## config.mk

```make
export PLATFORM = sky130hd
export DESIGN_NAME = camera_capture_packed
export DESIGN_NICKNAME = d
export VERILOG_FILES = /design/src/rtl/camera_capture_packed.sv
export SDC_FILE = /design/constraint.sdc
export NUM_CORES = 1
export LEC_CHECK = 0
export ABC_AREA = 1
export BUFFER_PORTS_ARGS = -buffer_cell sky130_fd_sc_hd__buf_2
export CELL_PAD_IN_SITES_DETAIL_PLACEMENT = 0
export CELL_PAD_IN_SITES_GLOBAL_PLACEMENT = 2
export CORE_UTILIZATION = 30
export CTS_CLUSTER_SIZE = 25
export DETAILED_ROUTE_END_ITERATION = 16
export GPL_ROUTABILITY_DRIVEN = 0
export PLACE_DENSITY = 0.81
export SYNTH_ARGS = -nofsm -noshare
export SYNTH_HDL_FRONTEND = slang
export SYNTH_SLANG_ARGS = --single-unit
```

## constraint.sdc

```tcl
create_clock -name cam_pclk -period 2.75 [get_ports cam_pclk]
set_input_delay 0.55 -clock cam_pclk [delete_from_list [all_inputs] [get_ports cam_pclk]]
set_output_delay 0.55 -clock cam_pclk [all_outputs]
set_load 0.03 [all_outputs]
```

## src/rtl/camera_capture_packed.sv

```systemverilog
// Camera capture: picks luma out of the byte stream, thresholds it, optionally
// decimates, and packs kept pixels LSB-first into PACK_W-bit memory words.
module camera_capture_packed #(
  parameter int IMG_W         = 320,
  parameter int IMG_H         = 240,
  parameter int PACK_W        = 8,
  parameter int BYTES_PER_PIX = 2,
  parameter int Y_IDX         = 0,
  parameter int DECIM_LOG2    = 0,
  parameter int ADDR_W        = 17
) (
  input  logic              cam_pclk,
  input  logic              reset,
  input  logic              enable,
  input  logic              cam_vsync,
  input  logic              cam_href,
  input  logic [7:0]        cam_data,
  input  logic [7:0]        threshold,
  input  logic              invert,
  output logic [ADDR_W-1:0] wr_addr,
  output logic [PACK_W-1:0] wr_data,
  output logic              wr_en,
  output logic              frame_done,
  output logic              frame_err,
  output logic              busy
);
  localparam int WPL = (IMG_W >> DECIM_LOG2) / PACK_W;
  localparam int XW  = $clog2(IMG_W + 1);
  localparam int YW  = $clog2(IMG_H + 2);
  localparam int PW  = $clog2(BYTES_PER_PIX + 1);
  localparam int BW  = (PACK_W > 1) ? $clog2(PACK_W) : 1;
  localparam int WW  = $clog2(WPL + 1);

  localparam logic [XW-1:0] X_MAX   = XW'(IMG_W);
  localparam logic [YW-1:0] Y_MAX   = YW'(IMG_H);
  localparam logic [YW-1:0] Y_SAT   = YW'(IMG_H + 1);
  localparam logic [PW-1:0] P_LAST  = PW'(BYTES_PER_PIX - 1);
  localparam logic [PW-1:0] P_Y     = PW'(Y_IDX);
  localparam logic [BW-1:0] B_LAST  = BW'(PACK_W - 1);
  localparam logic [XW-1:0] X_DMASK = XW'((1 << DECIM_LOG2) - 1);
  localparam logic [YW-1:0] Y_DMASK = YW'((1 << DECIM_LOG2) - 1);

  if (DECIM_LOG2 < 0 || DECIM_LOG2 > 2 || ((IMG_W >> DECIM_LOG2) % PACK_W) != 0 ||
      Y_IDX < 0 || Y_IDX >= BYTES_PER_PIX) begin : g_param_chk
    $error("camera_capture_packed: illegal parameter combination");
  end

  typedef enum logic [1:0] {IDLE, ARMED, CAPTURE} state_t;
  state_t state, state_nxt;

  logic              vsync_q, href_q, line_act;
  logic [PW-1:0]     phase;
  logic [XW-1:0]     pix_cnt;
  logic [YW-1:0]     line_cnt, cur_y;
  logic [ADDR_W-1:0] line_base;
  logic [WW-1:0]     wcnt;
  logic [BW-1:0]     bcnt;
  logic [PACK_W-1:0] sh;

  logic              vs_rise, vs_fall, h_rise, h_fall, cap, h_rise_c, byte_v;
  logic              luma, line_ok, keep, pix_bit, flush, err_set;
  logic [PW-1:0]     ph_eff;
  logic [XW-1:0]     px_eff;
  logic [YW-1:0]     y_eff;
  logic [BW-1:0]     bc_eff;
  logic [WW-1:0]     wc_eff;
  logic [ADDR_W-1:0] base_eff;
  logic [PACK_W-1:0] word;

  always_ff @(posedge cam_pclk) begin
    if (reset) state <= IDLE;
    else       state <= state_nxt;
  end

  always_comb begin
    state_nxt = state;
    case (state)
      IDLE:    if (enable && cam_vsync) state_nxt = ARMED;
      ARMED:   if (vs_fall)             state_nxt = CAPTURE;
      CAPTURE: if (vs_rise)             state_nxt = enable ? ARMED : IDLE;
      default:                          state_nxt = IDLE;
    endcase
  end

  // On an href rising edge the per-line counters read as zero for the byte
  // arriving on that same edge.
  always_comb begin
    vs_rise  = cam_vsync & ~vsync_q;
    vs_fall  = ~cam_vsync & vsync_q;
    h_rise   = cam_href & ~href_q;
    h_fall   = ~cam_href & href_q;
    cap      = (state == CAPTURE);
    h_rise_c = cap & ~cam_vsync & h_rise;
    byte_v   = cap & ~cam_vsync & cam_href & (line_act | h_rise_c);
    ph_eff   = h_rise_c ? '0 : phase;
    px_eff   = h_rise_c ? '0 : pix_cnt;
    bc_eff   = h_rise_c ? '0 : bcnt;
    wc_eff   = h_rise_c ? '0 : wcnt;
    y_eff    = h_rise_c ? line_cnt : cur_y;
    base_eff = h_rise_c ? ADDR_W'((line_cnt >> DECIM_LOG2) * WPL) : line_base;
    line_ok  = (y_eff < Y_MAX);
    luma     = byte_v & (ph_eff == P_Y);
    keep     = luma & line_ok & (px_eff < X_MAX) &
               ((px_eff & X_DMASK) == '0) & ((y_eff & Y_DMASK) == '0);
    pix_bit  = (cam_data >= threshold) ^ invert;
    word     = sh;
    word[bc_eff] = pix_bit;
    flush    = keep & (bc_eff == B_LAST);
    // Short-line check uses the pre-edge counters so a line ending on the
    // same edge as vsync rising is still judged before frame_done.
    err_set  = (luma & line_ok & (px_eff == X_MAX))
             | (h_rise_c & (line_cnt >= Y_MAX))
             | (cap & h_fall & line_act & (cur_y < Y_MAX) & (pix_cnt < X_MAX))
             | (cap & vs_rise & (line_cnt != Y_MAX));
  end

  always_ff @(posedge cam_pclk) begin
    if (reset) begin
      vsync_q    <= 1'b0;
      href_q     <= 1'b0;
      line_act   <= 1'b0;
      phase      <= '0;
      pix_cnt    <= '0;
      line_cnt   <= '0;
      cur_y      <= '0;
      line_base  <= '0;
      wcnt       <= '0;
      bcnt       <= '0;
      sh         <= '0;
      wr_addr    <= '0;
      wr_data    <= '0;
      wr_en      <= 1'b0;
      frame_done <= 1'b0;
      frame_err  <= 1'b0;
    end else begin
      vsync_q    <= cam_vsync;
      href_q     <= cam_href;
      wr_en      <= flush;
      frame_done <= cap & vs_rise;
      if (flush) begin
        wr_data <= word;
        wr_addr <= base_eff + ADDR_W'(wc_eff);
      end
      if (vs_fall)      frame_err <= 1'b0;
      else if (err_set) frame_err <= 1'b1;

      if (!cap) begin
        line_cnt <= '0;
        line_act <= 1'b0;
      end else if (h_rise_c) begin
        line_act  <= 1'b1;
        cur_y     <= line_cnt;
        line_base <= base_eff;
        if (line_cnt != Y_SAT) line_cnt <= line_cnt + YW'(1);
      end else if (h_fall) begin
        line_act <= 1'b0;
      end

      if (byte_v) phase <= (ph_eff == P_LAST) ? '0 : ph_eff + PW'(1);

      if (luma && px_eff != X_MAX) pix_cnt <= px_eff + XW'(1);
      else if (h_rise_c)           pix_cnt <= '0;

      if (keep) begin
        bcnt <= flush ? '0 : bc_eff + BW'(1);
        sh   <= word;
      end else if (h_rise_c) begin
        bcnt <= '0;
      end

      if (flush)         wcnt <= wc_eff + WW'(1);
      else if (h_rise_c) wcnt <= '0;
    end
  end

  assign busy = cap;

endmodule

```

==> flow_summary.yaml <==
worst_setup_path:
  crit_path_max_fanout: 8
  slowest_stage: "dfxtp_2"
  path_class: "register to register"
  cp_data_arrival_time_ns: 2.80
  cpPeakStageDelay_ns: 0.35
  critical_path_buf_inv_count: 3
  worstSetupEndpointType: "register"
  critPathRequiredTime_ns: 3.00
  critical_path.top_delay_family: "simple AND/OR/NAND/NOR gates"
  start_kind: "register"
  crit_chain: "inv_4 -> nor2_8 -> nand3_4 -> buf_6 -> nand2_2 -> o21ai_2 -> ha_1 -> nand2_2 -> nor3_4 -> nor2_2 -> nor2_2 -> nand3_1 -> nor2_2 -> nand3_1 -> nand2_1 -> nand3_1 -> nand2_1 -> inv_1"
pwr:
  power.ir.vdd_worst_uv: 308.4
  total_leakage_power_nw: 3.054
  p_per_area_nw_per_um2: 421.1
synthesis:
  netlist_top_cells_area: "dfxtp_1 34%, nand2_1 11%, ha_1 8.1%"
  syn_area_per_cell_um2: 6.967
  yosysSeqAreaShare_pct: 34.16
  ys_ff_latch: 90
  yosysWarnings: 0
  ys_types: 45
  yosysTopAreaCellShare_pct: 34.16
  syn_inst: 757
  synth.net_count: 815
  synth_area_um2: 5274
  yosysTopAreaCell: "dfxtp_1"
sta:
  finalHoldViolations: 0
  hold_ws_ns: 0.4449
  rsz0062_at_grt: "true"
  slew_violations: 0
  relSlewSlack_pct: 73.26
  fmax_mhz: 391.7
  setup_viol: 0
  tightest_slew_ns: 0.4011
  finalCriticalPeriod_ns: 2.553
  finalCritPeriodShare_pct: 92.84
  finClkSkew_ns: 0.005653
  finalSetupTns_ns: 0
clock_network:
  clock_latency_ns: 0.35
  clk_pin_slew_ns: 0.06
  cts.path.max_buffers: 2
  cts_tree: "built"
  htreeDepth: 3
  root_buffer: "clkbuf_16"
  cts_made_buffers: 9
  cts_sinks: 90
  cts-hold-fix-buffers: 0
grt:
  grtUsageTotal_pct: 15.27
  grt_pass1_vias: 4578
  grt_pass1_wl_um: 22000
  grt_max_degree: 42
  antenna_found_initial: 0
  overflow: 0
finish:
  n_antenna_cell: 0
  fin_area_um2: 6555
  final_layout_size_suffix_gt1_share_pct: 22.51
  mostFrequentLayoutCells: "149 x nand2_1, 106 x nor2_1, 102 x inv_1, 86 x dfxtp_1, 52 x buf_4"
  final_common_cell: "nand2_1"
  area_growth_pct: 24.29
  final_nets: 915
routing:
  drtIter0Drc: 131
  first_pass_iters: 4
  drcViolationCount: 0
  totalWireLength_um: 12970
  wl_per_cell_um: 11.94
  ant_nets: 0
  via_count: 4857
  via_per_inst: 4.468
die:
  initial_utilization_pct: 30.60
  core_area_um2: 17240
  dieWidth_um: 134.6
  placementRows: 48
  die_h_um: 134.6
  design.die.area_um2: 18110
  ios: 51
placement:
  placed_area_um2: 6140
  dp_hpwl_um: 9568
  portBuffers: 50
flow_run:
  max_cap_viol_count: 0
status:
  status: "finished, final reports clean"
min_path:
  min_path_type: "register to register"
-- synthesized netlist by cell type (all sizes together) --
cell type and number:
nand2 166, nor2 125, inv 110, dfxtp 90, o21ai 55, a21oi 48
nand3 48, ha 34, buf 16, nor3 16, nand4 9, xor2 8
clkbuf 5, nand3b 4, a31oi 3, xnor2 3, a211oi 2, clkinv 2
fa 2, nor4 2, o21a 2, or2 2, a21boi 1, a21o 1
nor3b 1, o2111ai 1, o31ai 1
-- registers in the layout (all words and copies together) (netlist names), 2 cells and up --
signal	cells
pix_cnt	9
state	2
line_base	17
sh	8
wcnt	6
wr_addr	17
wr_data	8
cur_y	4
line_cnt	8
phase	2
bcnt	3
-- final timing paths --
path / from / endpoint / slack [ns] / cells past startpoint
hold reg to reg: phase[1] / phase[1] / 0.44 / 2
hold / removal: phase[1] / phase[1] / 0.44 / 2
setup / recovery: state[1] / wr_addr[14] / 0.20 / 18
setup reg to reg: state[1] / wr_addr[14] / 0.20 / 18
-- worst min-delay path: cells and delay by family, from the launching register on --
kind / cells / cell delay [ns]
flops: 1 / 0.31
simple gates: 1 / 0.06
compound gates: 1 / 0.03
-- report_power, final --
| part | switching [W] | total [W] | internal (W) |
|---|---|---|---|
| Combinational | 0.000103 | 0.000165 | 0.0000617 |
| Clock | 0.000527 | 0.00128 | 0.000749 |
| Sequential | 0.00000672 | 0.00132 | 0.00131 |
-- metrics by stage --
| stage | total power [W] | setup WS (ns) | std cells | utilization [%] |
|---|---|---|---|---|
| CTS | 0.002796 | 0.1035 | 1079 | 37.39 |
| global placement | 0.001509 | -0.1955 | 1063 | 35.62 |
| global route | 0.002871 | -0.01985 | 1087 | 38.03 |
| floorplan | 0.001449 | -0.03441 | 757 | - |
| detailed placement | 0.001509 | -0.2193 | 1063 | 35.62 |
| finish | 0.002761 | 0.1969 | 1087 | 38.03 |
-- metal layers --
layer  vias to the layer above  part of all wire [%]  wire length (um)  track usage, %
met3                        15                   3.2               415           2.740
met5                         -                     0                 0               0
li1                       2618                     -                 -               -
met1                      2171                    51              6675           20.61
met4                         0                   1.4               188           5.306
met2                        53                    44              5695           24.41
-- logic make-up after synthesis --
family          synth area share [%]
compound gates                 11.44
xor+xnor                       1.827
fa+ha+maj                      8.826
buf+inv                        10.87
flops                          34.16
simple gates                   32.88
-- cell type report --
cell class / count / area (um2)
tap: 225 / 281.5
fill: 1867 / 10680
multi-input combinational: 535 / 2950
inverter: 112 / 436.7
sequential: 90 / 1807
clock inverter: 5 / 52.55
timing repair buffer: 109 / 774.5
clock buffer: 11 / 252.7
-- repair_timing --
item | in CTS | in global routing
gates resized for setup | 0 | 21
setup endpoints to repair | 0 | 7
buffers inserted | 0 | 7
Note: power is estimated with default switching activity, not from simulation.
